## src/rtl/ctrl_pkg.sv

```systemverilog
// Shared encodings for the multicycle control unit: FSM states, instruction
// fields, datapath select codes and condition codes.
package ctrl_pkg;

   typedef enum logic [3:0] {
      S_FETCH  = 4'd0,
      S_DECODE = 4'd1,
      S_MEMADR = 4'd2,
      S_MEMRD  = 4'd3,
      S_MEMWB  = 4'd4,
      S_MEMWR  = 4'd5,
      S_EXECR  = 4'd6,
      S_EXECI  = 4'd7,
      S_ALUWB  = 4'd8,
      S_BRANCH = 4'd9
   } state_t;

   localparam logic [1:0] OP_DP  = 2'b00;
   localparam logic [1:0] OP_MEM = 2'b01;
   localparam logic [1:0] OP_BR  = 2'b10;
   localparam logic [1:0] OP_ILL = 2'b11;

   localparam logic [3:0] CMD_AND = 4'b0000;
   localparam logic [3:0] CMD_SUB = 4'b0010;
   localparam logic [3:0] CMD_ADD = 4'b0100;
   localparam logic [3:0] CMD_CMP = 4'b1010;
   localparam logic [3:0] CMD_ORR = 4'b1100;

   localparam logic [1:0] ALU_ADD = 2'b00;
   localparam logic [1:0] ALU_SUB = 2'b01;
   localparam logic [1:0] ALU_AND = 2'b10;
   localparam logic [1:0] ALU_ORR = 2'b11;

   localparam logic       ADR_PC     = 1'b0;
   localparam logic       ADR_ALUOUT = 1'b1;
   localparam logic       SRCA_RN    = 1'b0;
   localparam logic       SRCA_PC    = 1'b1;
   localparam logic [1:0] SRCB_RM    = 2'b00;
   localparam logic [1:0] SRCB_IMM   = 2'b01;
   localparam logic [1:0] SRCB_FOUR  = 2'b10;
   localparam logic [1:0] RES_ALUOUT = 2'b00;
   localparam logic [1:0] RES_RDATA  = 2'b01;
   localparam logic [1:0] RES_ALU    = 2'b10;

   localparam logic [3:0] COND_EQ = 4'b0000;
   localparam logic [3:0] COND_NE = 4'b0001;
   localparam logic [3:0] COND_CS = 4'b0010;
   localparam logic [3:0] COND_CC = 4'b0011;
   localparam logic [3:0] COND_MI = 4'b0100;
   localparam logic [3:0] COND_PL = 4'b0101;
   localparam logic [3:0] COND_VS = 4'b0110;
   localparam logic [3:0] COND_VC = 4'b0111;
   localparam logic [3:0] COND_HI = 4'b1000;
   localparam logic [3:0] COND_LS = 4'b1001;
   localparam logic [3:0] COND_GE = 4'b1010;
   localparam logic [3:0] COND_LT = 4'b1011;
   localparam logic [3:0] COND_GT = 4'b1100;
   localparam logic [3:0] COND_LE = 4'b1101;
   localparam logic [3:0] COND_AL = 4'b1110;

   typedef struct packed {
      logic [1:0] alu;
      logic       valid;
      logic       is_cmp;
      logic       cv_upd;
   } cmd_dec_t;

   // Unrecognised commands still drive ADD but are flagged so no state changes.
   function automatic cmd_dec_t decode_cmd(input logic [3:0] cmd);
      cmd_dec_t d;
      d = '{alu: ALU_ADD, valid: 1'b1, is_cmp: 1'b0, cv_upd: 1'b1};
      case (cmd)
         CMD_ADD: d.alu = ALU_ADD;
         CMD_SUB: d.alu = ALU_SUB;
         CMD_CMP: begin d.alu = ALU_SUB; d.is_cmp = 1'b1; end
         CMD_AND: begin d.alu = ALU_AND; d.cv_upd = 1'b0; end
         CMD_ORR: begin d.alu = ALU_ORR; d.cv_upd = 1'b0; end
         default: d.valid = 1'b0;
      endcase
      return d;
   endfunction

endpackage

```

## src/rtl/cond_check.sv

```systemverilog
// ARM condition-field evaluation against an NZCV flag vector.
module cond_check
   import ctrl_pkg::*;
(
   input  logic [3:0] i_cond,
   input  logic [3:0] i_flags,
   output logic       o_cond_ex
);

   logic w_n, w_z, w_c, w_v;
   assign {w_n, w_z, w_c, w_v} = i_flags;

   // NOTE: the default assignment before the case keeps this purely combinational (no latch).
   always_comb begin
      o_cond_ex = 1'b0;
      case (i_cond)
         COND_EQ: o_cond_ex = w_z;
         COND_NE: o_cond_ex = ~w_z;
         COND_CS: o_cond_ex = w_c;
         COND_CC: o_cond_ex = ~w_c;
         COND_MI: o_cond_ex = w_n;
         COND_PL: o_cond_ex = ~w_n;
         COND_VS: o_cond_ex = w_v;
         COND_VC: o_cond_ex = ~w_v;
         COND_HI: o_cond_ex = w_c & ~w_z;
         COND_LS: o_cond_ex = ~w_c | w_z;
         COND_GE: o_cond_ex = (w_n == w_v);
         COND_LT: o_cond_ex = (w_n != w_v);
         COND_GT: o_cond_ex = ~w_z & (w_n == w_v);
         COND_LE: o_cond_ex = w_z | (w_n != w_v);
         COND_AL: o_cond_ex = 1'b1;
         default: o_cond_ex = 1'b0;
      endcase
   end

endmodule

```

## src/rtl/multicycle_ctrl.sv

```systemverilog
// Multicycle Moore controller for the ARM-subset core; owns the NZCV register
// and gates every architectural write with the condition check.
module multicycle_ctrl
   import ctrl_pkg::*;
#(
   parameter logic [3:0] PC_REG    = 4'd15,
   parameter logic [3:0] FLAGS_RST = 4'b0000
) (
   input  logic       clk,
   input  logic       reset,
   input  logic [3:0] cond,
   input  logic [1:0] op,
   input  logic [5:0] funct,
   input  logic [3:0] rd,
   input  logic [3:0] alu_flags,
   output logic       pc_write,
   output logic       adr_src,
   output logic       mem_write,
   output logic       ir_write,
   output logic       reg_write,
   output logic [1:0] result_src,
   output logic       alu_src_a,
   output logic [1:0] alu_src_b,
   output logic [1:0] alu_control,
   output logic [1:0] imm_src,
   output logic [1:0] reg_src,
   output logic [3:0] flags
);

   state_t     r_state;
   state_t     w_next;
   logic [3:0] r_flags;
   logic       w_cond_ex;
   cmd_dec_t   w_dec;
   logic       w_rd_pc;
   logic       w_in_exec;
   logic       w_flags_we;

   // Condition is judged on the stored flags, so an update in EXEC lands after evaluation.
   cond_check u_cond_check (
      .i_cond    (cond),
      .i_flags   (r_flags),
      .o_cond_ex (w_cond_ex)
   );

   assign w_dec      = decode_cmd(funct[4:1]);
   assign w_rd_pc    = (rd == PC_REG);
   assign w_in_exec  = (r_state == S_EXECR) || (r_state == S_EXECI);
   assign w_flags_we = w_in_exec & w_dec.valid & (funct[0] | w_dec.is_cmp) & w_cond_ex;
   assign flags      = r_flags;

   // NOTE: sequential state uses non-blocking assignments so every register samples pre-edge values.
   always_ff @(posedge clk or posedge reset) begin
      if (reset) begin
         r_state <= S_FETCH;
         r_flags <= FLAGS_RST;
      end else begin
         r_state <= w_next;
         if (w_flags_we) begin
            r_flags[3:2] <= alu_flags[3:2];
            if (w_dec.cv_upd) r_flags[1:0] <= alu_flags[1:0];
         end
      end
   end

   always_comb begin
      w_next = S_FETCH;
      case (r_state)
         S_FETCH:  w_next = S_DECODE;
         S_DECODE: begin
            case (op)
               OP_MEM:  w_next = S_MEMADR;
               OP_BR:   w_next = S_BRANCH;
               OP_DP:   w_next = funct[5] ? S_EXECI : S_EXECR;
               OP_ILL:  w_next = S_FETCH;
               default: w_next = S_FETCH;
            endcase
         end
         S_MEMADR: w_next = funct[0] ? S_MEMRD : S_MEMWR;
         S_MEMRD:  w_next = S_MEMWB;
         S_EXECR,
         S_EXECI:  w_next = w_dec.is_cmp ? S_FETCH : S_ALUWB;
         default:  w_next = S_FETCH;
      endcase
   end

   // Reset gates the outputs combinationally so an abort clears them within the cycle.
   always_comb begin
      pc_write    = 1'b0;
      adr_src     = ADR_PC;
      mem_write   = 1'b0;
      ir_write    = 1'b0;
      reg_write   = 1'b0;
      result_src  = RES_ALUOUT;
      alu_src_a   = SRCA_RN;
      alu_src_b   = SRCB_RM;
      alu_control = ALU_ADD;
      imm_src     = 2'b00;
      reg_src     = 2'b00;
      if (!reset) begin
         imm_src = op;
         case (r_state)
            S_FETCH: begin
               ir_write   = 1'b1;
               pc_write   = 1'b1;
               alu_src_a  = SRCA_PC;
               alu_src_b  = SRCB_FOUR;
               result_src = RES_ALU;
            end
            S_DECODE: begin
               alu_src_a  = SRCA_PC;
               alu_src_b  = SRCB_FOUR;
               result_src = RES_ALU;
               reg_src[0] = (op == OP_BR);
               reg_src[1] = (op == OP_MEM) & ~funct[0];
            end
            S_MEMADR: begin
               alu_src_b  = SRCB_IMM;
               reg_src[1] = ~funct[0];
            end
            S_MEMRD:  adr_src = ADR_ALUOUT;
            S_MEMWB: begin
               result_src = RES_RDATA;
               reg_write  = w_cond_ex;
               pc_write   = w_cond_ex & w_rd_pc;
            end
            S_MEMWR: begin
               adr_src    = ADR_ALUOUT;
               mem_write  = w_cond_ex;
               reg_src[1] = 1'b1;
            end
            S_EXECR:  alu_control = w_dec.alu;
            S_EXECI: begin
               alu_src_b   = SRCB_IMM;
               alu_control = w_dec.alu;
            end
            S_ALUWB: begin
               reg_write = w_cond_ex & w_dec.valid;
               pc_write  = w_cond_ex & w_dec.valid & w_rd_pc;
            end
            S_BRANCH: begin
               reg_src[0] = 1'b1;
               alu_src_b  = SRCB_IMM;
               result_src = RES_ALU;
               pc_write   = w_cond_ex;
            end
            default: ;
         endcase
      end
   end

endmodule

```

## config.mk

```make
export PLATFORM = sky130hd
export DESIGN_NAME = multicycle_ctrl
export DESIGN_NICKNAME = d
export VERILOG_FILES = /design/src/rtl/ctrl_pkg.sv /design/src/rtl/cond_check.sv /design/src/rtl/multicycle_ctrl.sv
export SDC_FILE = /design/constraint.sdc
export NUM_CORES = 1
export LEC_CHECK = 0
export ABC_AREA = 1
export BUFFER_PORTS_ARGS = -buffer_cell sky130_fd_sc_hd__buf_4
export CAP_MARGIN = 30
export CORE_MARGIN = 3
export CORE_UTILIZATION = 49
export CTS_BUF_LIST = sky130_fd_sc_hd__clkbuf_8 sky130_fd_sc_hd__clkbuf_16
export DETAILED_ROUTE_END_ITERATION = 12
export HOLD_SLACK_MARGIN = 0.05
export PLACE_DENSITY = 0.9
export SLEW_MARGIN = 20
export SYNTH_ARGS = -nofsm -noshare
export SYNTH_HDL_FRONTEND = slang
export SYNTH_SLANG_ARGS = --single-unit
```

## constraint.sdc

```tcl
create_clock -name clk -period 3.5 [get_ports clk]
set_input_delay 0.525 -clock clk [delete_from_list [all_inputs] [get_ports clk]]
set_output_delay 0.525 -clock clk [all_outputs]
set_load 0.1 [all_outputs]
```

# Yosys cells after proc, flatten, opt, wreduce, memory -nomap -nowiden
# Cells that the tools add are included.
[totals]
input_bits = 22
output_inout_bits = 20
mem_bits_ro = 0
wordCells = 99
ram_bits = 0
n_memories = 0
latch_bits = 0
regBits = 8
[classes]
bitwise_logic = 18
n_shift = 0
mul = 0
n_eq_ne = 33
add_sub_neg = 0
n_div = 0
n_mux = 31
order_cmp = 0
n_reduce_logical = 14
[ops]
columns = ["cell", "n"]
rows = [
  ["== test 4 bit (second input constant)", 12],
  ["== test 4 x 3 -> 1 bit (second input constant)", 9],
  ["== test 4 x 2 -> 1 bit (second input constant)", 5],
  ["case mux 4 bit (5 select lines)", 1],
  ["case mux 4 bit (4 select lines)", 1],
  ["case mux 1 bit (15 select lines)", 1],
  ["2-to-1 mux 1 bit", 13],
  ["logical NOT 4 bit", 3],
  ["2-to-1 mux 2 bit", 6],
  ["OR reduction 2 bit", 5],
  ["bitwise AND 1 bit", 9],
  ["== test 4 x 1 -> 1 bit (second input constant)", 2],
  ["case mux 2 bit (2 select lines)", 2],
  ["inverter 1 bit", 6],
  ["case mux 2 bit (3 select lines)", 1],
  ["OR reduction 3 bit", 2],
  ["OR reduction 5 bit", 1],
  ["== test 2 bit (second input constant)", 2],
  ["2-to-1 mux 4 bit", 1],
  ["case mux 1 bit (2 select lines)", 2],
  ["case mux 1 bit (4 select lines)", 1],
  ["2-to-1 mux 3 bit", 1],
  ["bitwise OR 1 bit", 3],
  ["case mux 1 bit (3 select lines)", 1],
  ["other kinds (6)", 6],
]

# Longest topological paths before layout
# Gate-level depths: netlist of the first run.
[depth]
depth_word = 7
ltp_mapped = 11
mapped_depth_nobuf = 11

# Modules after synthesis
# Synthesis of the first run repeated with hierarchy kept, for this count alone.
[hier_totals]
cells_unflattened = 166
hier_area_um2 = 929.6
[modules_own_cells]
columns = ["mod", "seq_area_each_um2", "instances", "cells_per_inst", "area_each_um2"]
rows = [
  ["multicycle_ctrl", 200.2, 1, 111, 700.7],
  ["cond_check", 0.0, 1, 55, 229.0],
]

# Worst setup path after synthesis of the first run
# Ideal clock, no wire load.
[synth_timing]
path_kind = "input-to-output"
startpoint = "input reset"
endpoint = "output alu_src_b[1]"
setup_slack_ps = -454
arrival_time_ps = 3429
cell_stages = 3
path_buffers = 2
path_cell_list = "clkbuf_1 -> nor3_1 -> buf_4"
[synth_between]
elab_chain_cells = 1
[synth_rtl]
columns = ["element", "line", "text"]
rows = [
  ["from (decl)", "multicycle_ctrl.sv:10", "input logic reset,"],
  ["2-to-1 mux 2 bit", "multicycle_ctrl.sv:100", "if (!reset) begin"],
  ["to (decl)", "multicycle_ctrl.sv:23", "output logic [1:0] alu_src_b,"],
]
# Every way passes these cells.

# Worst setup path after layout of the first run
[layout_timing]
startpoint = "register r_state[3]"
endpoint = "output reg_src[1]"
[layout_between]
elab_chain_cells = 3
word_cells_on_any_way = 5
classes_between = "3 x eq/ne; 2 x mux"
[layout_rtl]
columns = ["element", "line", "text"]
rows = [
  ["from (decl)", "multicycle_ctrl.sv:30", "state_t r_state;"],
  ["from (signal assigned)", "multicycle_ctrl.sv:58", "r_state <= w_next;"],
  ["== test 4 x 3 -> 1 bit, or another cell as far along", "multicycle_ctrl.sv:102", "case (r_state)"],
  ["case mux 1 bit (3 select lines) *", "multicycle_ctrl.sv:102", ""],
  ["2-to-1 mux 2 bit *", "multicycle_ctrl.sv:100", ""],
  ["to (decl)", "multicycle_ctrl.sv:26", "output logic [1:0] reg_src,"],
]
# Every way passes the cells marked *; elsewhere a longest branch is shown, timed or not.

==> results by group, run 1 <==
Outcome
  • Outcome: complete, no violations

Route
  • Initial DRC count: 50
  • # DRC: 0
  • Final ANT Viol Nets: 0
  • Vias: 1,154
  • Initial DRT Pass Iterations: 4
  • Final wirelength: 2640 um
  • Vias/cell: 5.32
  • Per-cell routed wire length: 12.1 um

Global routing
  • Vias in the first global route: 1,075
  • Grt ovf: 0
  • Initial antenna violation count: 0
  • Gr usage total: 25.3%
  • Global-route wire length before repair: 4160 um
  • Largest net degree at the start of global routing: 13

Die
  • Starting Density: 54.6%
  • Ports: 42
  • Die area: 2320 sq um
  • Core ar.: 1590 sq um
  • # rows: 14
  • DIE WIDTH: 48.2 um
  • Die Span Y: 48.2 um

Timing
  • Setup TNS: 0 ns
  • Clk_skew: 0.000325 ns
  • Period Utilization, post-route: 71.5%
  • Fmax achieved: 400 MHz
  • Max-slew violation count: 0
  • Fin. Hold Viols: 0
  • Setup Viol. Count Final: 0
  • Worst slew margin: 71.7%
  • RSZ-0062 raised after global routing: no
  • Fin crit period: 2.50 ns
  • Tightest Pin Transition: 0.424 ns

Pwr
  • Power Total: 0.997 mW
  • Leak: 0.700 nW
  • PD cells: 806 nW/um^2
  • Worst vdd ir: 827 uV

Synthesis
  • Sequential area share after synthesis: 23.0%
  • Yosys top cell area share: 23.0%
  • Seq cells post-synth: 8
  • Yosys warnings: 0
  • Synth top area cells: dfrtp_1 23%, nand2_1 20%, inv_1 11%
  • Syn Area/Cell: 5.73 sq um
  • Mapped Cells: 152
  • Syn Nets: 174
  • Synth cell types: 22
  • Area leader, netlist: dfrtp_1
  • Syn Std Cell Area: 871 sq um

Worst setup path
  • Worst setup path class: reg -> out
  • Worst r2r src: r_state[1]
  • R2r endpoint: r_state[0]
  • Worst Path Arrival: 1.98 ns
  • R2R depth: 5
  • CP endpoint kind: primary output
  • CP startpoint kind: flip-flop
  • Worst Path Max Fanout: 4
  • Worst reg2reg setup slack: 2.07 ns
  • WP data required: 2.97 ns

Final layout
  • Ant. Diodes: 0
  • Register area: 200 sq um
  • Multi-input gate area: 559 sq um
  • Final net count: 217
  • Fill cell count: 128
  • Layout area overhead: 42.0%
  • Share of cells above drive strength 1: 29.5%

Placed design
  • Detailed Place HPWL: 2070 um
  • Gpl congestion: 0.813
  • IO Port Bufs: 41

CTS
  • Total CTS buffers: 3
  • CTS sink cnt: 8
  • Htree depth: 1
  • Setup repair bufs after CTS: 0
  • Hold_buf cts: 0
  • # resized after CTS: 0
  • Clock-pin slew on the worst setup and hold paths: 0.04 ns
  • Clock Latency Late Sink: 0.23 ns
  • Clock Tree Buf Depth: 2
  • Root Buffer Master: clkbuf_8
  • TritonCTS clock tree: yes

Min path
  • HP Class: in -> async

Flow run
  • Max-Cap Viols: 0
-- layout by cell type (no fill, tap or decap), drive strengths merged --
master  count
inv        26
nand3      21
nand4       3
nand2      50
o21bai      1
nor2       19
clkbuf      3
nor3        3
dfrtp       8
o21ai       7
buf        41
a31oi       3
nand3b      2
a21oi       6
-- Yosys cell counts, drive strengths merged --
library cell  instances
nand2                50
inv                  26
nand3                21
nand4                 3
nor3                  3
nand3b                2
o21bai                1
buf                   2
a31oi                 3
clkbuf                1
nor2                 19
o21ai                 7
a21oi                 6
dfrtp                 8
-- per-stage QoR --
| stage | hold slack (ns) | instance area, sq um | utilization (%) | std cells | setup slack, ns |
|---|---|---|---|---|---|
| 6_report | 0.368 | 1240 | 77.6 | 217 | 0.998 |
| 5_1_grt | 0.409 | 1240 | 77.6 | 217 | 0.892 |
| 2_1_floorplan | 0.374 | 876 | - | 152 | 0.00821 |
| 4_1_cts | 0.376 | 1240 | 77.6 | 217 | 1.02 |
| 3_3_place_gp | 0.529 | 1190 | 75.0 | 214 | 1.23 |
| 3_5_place_dp | 0.544 | 1190 | 75.0 | 214 | 1.18 |
-- metal layers --
| layer | part of all wire (%) | vias to the layer above | track usage [%] | routed length, um |
|---|---|---|---|---|
| met1 | 38 | 532 | 26.4 | 1010 |
| li1 | - | 562 | - | - |
| met4 | 2.9 | 0 | 12.9 | 76 |
| met5 | 0 | - | 0 | 0 |
| met3 | 6.1 | 11 | 2.95 | 162 |
| met2 | 53 | 49 | 48.4 | 1390 |
-- final cells by class --
cell class / count / area share [%]
Multi-Input combinational cell: 115 / 45.2
Timing Repair Buffer: 41 / 24.9
Sequential cell: 8 / 16.2
Inverter: 26 / 7.89
Clock buffer: 3 / 3.34
Tap cell: 24 / 2.43
-- where the power goes --
part / leakage (nW) / switching, mW / total, mW / internal (mW)
Combinational: 0.571 / 0.569 / 0.721 / 0.152
Clock: 0.0216 / 0.0356 / 0.110 / 0.0744
Sequential: 0.107 / 0.0433 / 0.166 / 0.122
-- worst max-delay path: stages (launching register included) --
cell and delay, ns:
dfrtp_1 0.39, nor2_1 0.25, inv_1 0.13, nor3_1 0.31, nand2_1 0.15, a31oi_1 0.19, buf_4 0.31
-- kinds of logic (layout without fill, tap and decap cells) --
group / after synthesis / in the layout / synth area share [%]
AND/OR/NAND/NOR: 98 / 98 / 52.3
buffers and inverters: 29 / 70 / 13.4
AO/OA/AOI/OAI: 17 / 17 / 11.4
flip-flops: 8 / 8 / 23.0
-- worst max path at each step --
stage,to,startpoint
2_1_floorplan,alu_control[1],funct[2]
3_3_place_gp,pc_write,funct[2]
3_5_place_dp,pc_write,funct[2]
4_1_cts,reg_src[1],r_state[3]
5_1_grt,reg_src[1],r_state[3]
6_report,reg_src[1],r_state[3]
-- state kept, by name (all words and copies together), names as in the netlist --
register / flops
flags: 4
r_state: 4
Note: power is estimated with default switching activity, not from simulation.
==> run 2, diff against run 1 <==
--- a/config.mk
+++ b/config.mk
@@ -9,11 +9,11 @@
 export BUFFER_PORTS_ARGS = -buffer_cell sky130_fd_sc_hd__buf_4
 export CAP_MARGIN = 30
 export CORE_MARGIN = 3
-export CORE_UTILIZATION = 49
+export CORE_UTILIZATION = 45
 export CTS_BUF_LIST = sky130_fd_sc_hd__clkbuf_8 sky130_fd_sc_hd__clkbuf_16
 export DETAILED_ROUTE_END_ITERATION = 12
 export HOLD_SLACK_MARGIN = 0.05
-export PLACE_DENSITY = 0.9
+export PLACE_DENSITY = 0.84
 export SLEW_MARGIN = 20
 export SYNTH_ARGS = -nofsm -noshare
 export SYNTH_HDL_FRONTEND = slang
==> constraint.sdc (replaced) <==
create_clock -name clk -period 2.5 [get_ports clk]
set_input_delay 0.375 -clock clk [delete_from_list [all_inputs] [get_ports clk]]
set_output_delay 0.375 -clock clk [all_outputs]
set_load 0.1 [all_outputs]
==> run 2 against run 1 <==
Net effect: clock skew is essentially flat; routed wire length shrank 6.4%; final cell count grew 0.92%; sequential share of layout area shrank 0.18 points; largest cell class unchanged; critical path type unchanged.
==> results by group, run 2 (same netlist as run 1, synthesis figures left out) <==
Outcome
  • Outcome: complete, no violations

Global routing
  • Grt ovf: 0 (unchanged)
  • Gr usage total: 21.6% (-3.7 points)
  • Global-route wire length before repair: 4240 um (+1.8%)
  • Initial antenna violation count: 0 (unchanged)
  • Vias in the first global route: 1,046 (-2.7%)
  • Largest net degree at the start of global routing: 13 (unchanged)

CTS
  • TritonCTS clock tree: yes
  • Total CTS buffers: 3 (unchanged)
  • Root Buffer Master: clkbuf_8
  • Hold_buf cts: 0 (unchanged)
  • Setup repair bufs after CTS: 0 (unchanged)
  • Clock Latency Late Sink: 0.24 ns (about the same)
  • Clock-pin slew on the worst setup and hold paths: 0.04 ns (about the same)
  • Clock Tree Buf Depth: 2 (unchanged)
  • # resized after CTS: 0 (unchanged)
  • CTS sink cnt: 8 (unchanged)
  • Htree depth: 1 (unchanged)

Flow run
  • Max-Cap Viols: 0 (unchanged)

Timing
  • Clk_skew: 0.000606 ns (+0.000281 ns)
  • RSZ-0062 raised after global routing: no
  • Setup TNS: 0 ns (unchanged)
  • Period Utilization, post-route: 91.8%
  • Hold Slack: 0.228 ns (-0.141 ns)
  • Setup Viol. Count Final: 0 (unchanged)
  • Fin. Hold Viols: 0 (unchanged)
  • Fin crit period: 2.29 ns
  • Fmax achieved: 436 MHz
  • Worst slew margin: 71.5% (-0.26 points)
  • Max-slew violation count: 0 (unchanged)
  • Tightest Pin Transition: 0.428 ns (+0.00395 ns)

Final layout
  • Multi-input gate area: 588 sq um (+5.1%)
  • Ant. Diodes: 0 (unchanged)
  • Final net count: 217 (unchanged)
  • Most common cell after layout, fill and taps aside: nand2_1
  • Layout area overhead: 46.3%
  • Register area: 204 sq um (+1.9%)
  • Fill cell count: 165 (+29%)
  • Share of cells above drive strength 1: 33.0% (+3.5 points)
  • Most frequent cells in the layout: 46 x nand2_1, 41 x buf_4, 26 x inv_1

Die
  • # rows: 15 (+1)
  • Die Span Y: 50.0 um (+3.8%)
  • DIE WIDTH: 50.0 um (+3.8%)
  • Starting Density: 48.8% (-5.8 points)
  • Core ar.: 1780 sq um (+12%)
  • Ports: 42 (unchanged)
  • Die area: 2500 sq um (+7.8%)

Worst setup path
  • Critical path's slowest cell: dfrtp_1
  • Worst reg2reg setup slack: 1.10 ns (-0.97 ns)
  • CP cell instances: nor2_1 -> nand3_1 -> o21ai_0 -> nand2_1 -> nand2_1 -> nand2_2 -> a21oi_4 -> buf_4
  • Worst Path Max Fanout: 7 (+3)
  • CP startpoint kind: flip-flop
  • Worst r2r src: flags[0]
  • CP peak stage delay: 0.45 ns (+0.06 ns)
  • WP data required: 2.12 ns (-0.85 ns)
  • R2R depth: 10 (+5)
  • Worst path bufs/invs: 1 (-1)
  • Top delay family on crit path: simple AND/OR/NAND/NOR gates
  • Worst Path Arrival: 1.92 ns (-0.06 ns)
  • R2r endpoint: flags[0]
  • CP endpoint kind: primary output
  • CP dominant cell by count: nand2_1
  • Worst setup path class: reg -> out

Route
  • Initial DRT Pass Iterations: 4 (unchanged)
  • Vias/cell: 5.03 (-5.5%)
  • Per-cell routed wire length: 11.3 um (-7.3%)
  • Final wirelength: 2470 um (-6.4%)
  • Initial DRC count: 27 (-46%)
  • Vias: 1,101 (-4.6%)
  • # DRC: 0 (unchanged)
  • Final ANT Viol Nets: 0 (unchanged)

Placed design
  • Detailed Place HPWL: 1940 um (-6.6%)
  • IO Port Bufs: 41 (unchanged)
  • Gpl congestion: 0.905 (+11%)

Pwr
  • Power Total: 1.42 mW (+42%)
  • Worst vdd ir: 1280 uV (+55%)
  • PD cells: 1110 nW/um^2 (+38%)
  • Leak: 0.702 nW (+0.32%)

Min path
  • HP Class: in -> async
[run 2: final cells by class]
class | instances | share of cell area, %
multi-input cells | 115 | 46.2
repair buffers | 41 | 24.2
flip-flops and latches | 8 | 16.0
inverters | 26 | 7.66
clock buffers | 3 | 3.24
well taps | 25 | 2.46
clock inverters | 1 | 0.295
[run 2: routing by layer]
layer  track usage, %  up-vias  routed length [um]
met2             35.0       50                1150
met5                0        -                   0
met3             2.11        5                 169
met1             28.0      481                1090
li1                 -      565                   -
met4             11.1        0                  56
[run 2: worst register-to-register path, cell delays in order (launching register included)]
cell and delay, ns:
dfrtp_2 0.43, inv_1 0.08, nand2_1 0.07, nand2_1 0.09, nand2_1 0.08, nand3_1 0.09, nand2_2 0.08, nand3_4 0.15
nand3_2 0.10, nand2_1 0.07, nand2_1 0.05
[run 2: stage by stage]
step	setup slack, ns	cells	utilization (%)	area (sq um)
global placement	0.508	215	68.9	1230
floorplan	-0.236	152	-	908
detailed placement	0.464	215	68.9	1230
global route	0.0657	219	71.4	1270
CTS	0.215	219	71.4	1270
finish	0.206	219	71.4	1270
[run 2: worst max path at each step]
stage / cells after the start / endpoint / slack [ns] / from
after floorplan: 3 / alu_src_b[1] / -0.24 / reset
after global placement: 9 / pc_write / 0.51 / cond[3]
after detailed placement: 11 / pc_write / 0.46 / funct[2]
after CTS: 8 / pc_write / 0.22 / r_state[1]
after global routing: 8 / pc_write / 0.07 / r_state[1]
final: 8 / pc_write / 0.21 / r_state[1]
[run 2: where the power goes]
| part | internal, mW | leakage, nW | switching [mW] | total (mW) |
|---|---|---|---|---|
| registers | 0.173 | 0.102 | 0.0562 | 0.230 |
| logic | 0.223 | 0.573 | 0.796 | 1.02 |
| clock network | 0.107 | 0.0269 | 0.0604 | 0.168 |
==> run 3, diff against run 2 <==
--- a/config.mk
+++ b/config.mk
@@ -8,12 +8,13 @@
 export ABC_AREA = 1
 export BUFFER_PORTS_ARGS = -buffer_cell sky130_fd_sc_hd__buf_4
 export CAP_MARGIN = 30
-export CORE_MARGIN = 3
-export CORE_UTILIZATION = 45
+export CORE_ASPECT_RATIO = 1.5
+export CORE_MARGIN = 2
+export CORE_UTILIZATION = 40
 export CTS_BUF_LIST = sky130_fd_sc_hd__clkbuf_8 sky130_fd_sc_hd__clkbuf_16
 export DETAILED_ROUTE_END_ITERATION = 12
 export HOLD_SLACK_MARGIN = 0.05
-export PLACE_DENSITY = 0.84
+export PLACE_DENSITY = 0.77
 export SLEW_MARGIN = 20
 export SYNTH_ARGS = -nofsm -noshare
 export SYNTH_HDL_FRONTEND = slang
==> run 3 against run 2 <==
Net effect: clock skew is 0.0046 ns higher; critical path depth is the same; count of clock-buffer cells in the layout did not move; final cell count shrank 1.4%; largest power group unchanged; combinational power hardly changed; sequential power about the same; fmax is 0.33% higher; highest routed layer unchanged; sequential share of layout area about the same; register-to-register slack barely moved; flip-flop and latch count stayed put; critical path type unchanged; routed wire length rose by 7.8%; clock power fell by 3%.
==> results by group, run 3 (same netlist as run 1, synthesis figures left out) <==
Outcome
  • Outcome: complete, no violations

Timing
  • Fmax achieved: 437 MHz (+0.33%)
  • Tightest Pin Transition: 0.436 ns (+0.00851 ns)
  • Fin crit period: 2.29 ns (-0.00749 ns)
  • Clk_skew: 0.00519 ns (+0.00458 ns)
  • RSZ-0062 raised after global routing: no
  • Max-slew violation count: 0 (unchanged)
  • Worst slew margin: 70.6% (-0.84 points)
  • Hold Slack: 0.238 ns (+0.0101 ns)
  • Setup Viol. Count Final: 0 (unchanged)
  • Fin. Hold Viols: 0 (unchanged)
  • Period Utilization, post-route: 91.5% (-0.30 points)

Final layout
  • Ant. Diodes: 0 (unchanged)
  • Share of cells above drive strength 1: 33.0% (unchanged)
  • Most common cell after layout, fill and taps aside: nand2_1
  • Util after Layout: 61.9% (-9.5 points)
  • Most frequent cells in the layout: 46 x nand2_1, 41 x buf_4, 26 x inv_1
  • Final net count: 217 (unchanged)
  • Layout area overhead: 45.8%

Worst setup path
  • Worst r2r src: r_state[3]
  • Worst setup path class: reg -> out
  • CP peak stage delay: 0.45 ns (about the same)
  • WP data required: 2.12 ns (about the same)
  • Critical path's slowest cell: dfrtp_1
  • R2R depth: 8 (-2)
  • Worst reg2reg setup slack: 1.11 ns (about the same)
  • CP endpoint kind: primary output
  • Worst Path Max Fanout: 7 (unchanged)
  • CP startpoint kind: flip-flop
  • CP cell instances: nor2_1 -> nand3_1 -> o21ai_0 -> nand2_1 -> nand2_1 -> nand2_2 -> a21oi_4 -> buf_4
  • R2r endpoint: flags[0]
  • CP dominant cell by count: nand2_1
  • Worst Path Arrival: 1.91 ns (about the same)

Pwr
  • Combinational fraction of design power: 72.1% (about the same)
  • Leak: 0.702 nW (unchanged)
  • Seq pwr share: 16.4% (+0.2 points)
  • Internal: 0.503 mW (about the same)
  • Worst vdd ir: 980 uV (-24%)
  • Clk pwr share: 11.5% (-0.3 points)
  • Switching share of power: 64.4% (about the same)
  • Sw Pwr: 0.913 mW (about the same)
  • PD cells: 1110 nW/um^2 (+0.23%)

Route
  • Final ANT Viol Nets: 0 (unchanged)
  • Initial DRC count: 30 (+11%)
  • Vias/cell: 5.37 (+6.8%)
  • Per-cell routed wire length: 12.3 um (+9.3%)
  • Initial DRT Pass Iterations: 4 (unchanged)
  • Vias: 1,160 (+5.4%)
  • Final wirelength: 2660 um (+7.8%)
  • # DRC: 0 (unchanged)

CTS
  • TritonCTS clock tree: yes
  • Clock-pin slew on the worst setup and hold paths: 0.05 ns (about the same)
  • Htree depth: 1 (unchanged)
  • Hold_buf cts: 0 (unchanged)
  • Root Buffer Master: clkbuf_8
  • Clock Tree Buf Depth: 2 (unchanged)
  • Total CTS buffers: 3 (unchanged)
  • CTS sink cnt: 8 (unchanged)
  • Setup repair bufs after CTS: 0 (unchanged)
  • Clock Latency Late Sink: 0.23 ns (about the same)
  • # resized after CTS: 0 (unchanged)

Global routing
  • Largest net degree at the start of global routing: 13 (unchanged)
  • Grt ovf: 0 (unchanged)
  • Vias in the first global route: 1,127 (+7.7%)
  • Gr usage total: 22.4% (+0.86 points)
  • Global-route wire length before repair: 4530 um (+7.0%)
  • Initial antenna violation count: 0 (unchanged)

Die
  • # rows: 20 (+5)
  • Die area: 2570 sq um (+3.0%)
  • Core ar.: 2050 sq um (+15%)
  • Starting Density: 42.4% (-6.4 points)
  • Ports: 42 (unchanged)
  • Die Span Y: 61.1 um (+22%)
  • DIE WIDTH: 42.1 um (-16%)

Min path
  • HP Class: in -> async

Placed design
  • Gpl congestion: 0.935 (+3.3%)
  • Detailed Place HPWL: 2130 um (+10%)
  • IO Port Bufs: 41 (unchanged)

Flow run
  • Max-Cap Viols: 0 (unchanged)
[run 3: metal layers]
metal | track usage (%) | vias up | wire length, um
met5 | 0 | - | 0
met4 | 12.5 | 0 | 55
met3 | 2.64 | 8 | 186
met2 | 45.1 | 57 | 1460
met1 | 22.3 | 532 | 959
li1 | - | 563 | -
[run 3: worst max-delay path by stage]
stage               startpoint      endpoint  slack (ns)  cells past startpoint
CTS                 r_state[1]      pc_write        0.22                      8
detailed placement    funct[2]      pc_write        0.42                     11
floorplan                reset  alu_src_b[1]       -0.24                      3
global placement      funct[2]      pc_write        0.48                     11
finish              r_state[1]      pc_write        0.21                      8
global route        r_state[3]    reg_src[1]        0.02                      6
[run 3: power by group through the flow]
stage	clock, mW	sequential, mW	combinational, mW
after global placement	0	0.229	1.01
after CTS	0.161	0.232	1.02
after floorplan	0	0.328	0.718
after global routing	0.169	0.240	1.08
after detailed placement	0	0.233	1.01
final	0.163	0.233	1.02
[run 3: worst max-delay path: cells and delay by family, from the launching register on]
family / cells / cell delay (ns)
flip-flops: 1 / 0.45
AO/OA/AOI/OAI: 2 / 0.35
buffers and inverters: 1 / 0.30
AND/OR/NAND/NOR: 5 / 0.56
[run 3: through the flow]
stage | instances | TNS [ns] | worst slack (ns) | power (mW) | instance area [sq um]
finish | 216 | 0 | 0.213 | 1.42 | 1270
global route | 216 | 0 | 0.0165 | 1.49 | 1270
CTS | 216 | 0 | 0.222 | 1.41 | 1270
detailed placement | 212 | 0 | 0.422 | 1.25 | 1220
global placement | 212 | 0 | 0.480 | 1.24 | 1220
floorplan | 152 | -0.308 | -0.236 | 1.05 | 908
[run 3: layout make-up]
cell class / instances / area [sq um]
fillers: 203 / 782
repair buffers: 41 / 308
clock inverters: 1 / 3.75
clock buffers: 3 / 41.3
flip-flops and latches: 8 / 204
well taps: 22 / 27.5
inverters: 26 / 97.6
multi-input cells: 115 / 588
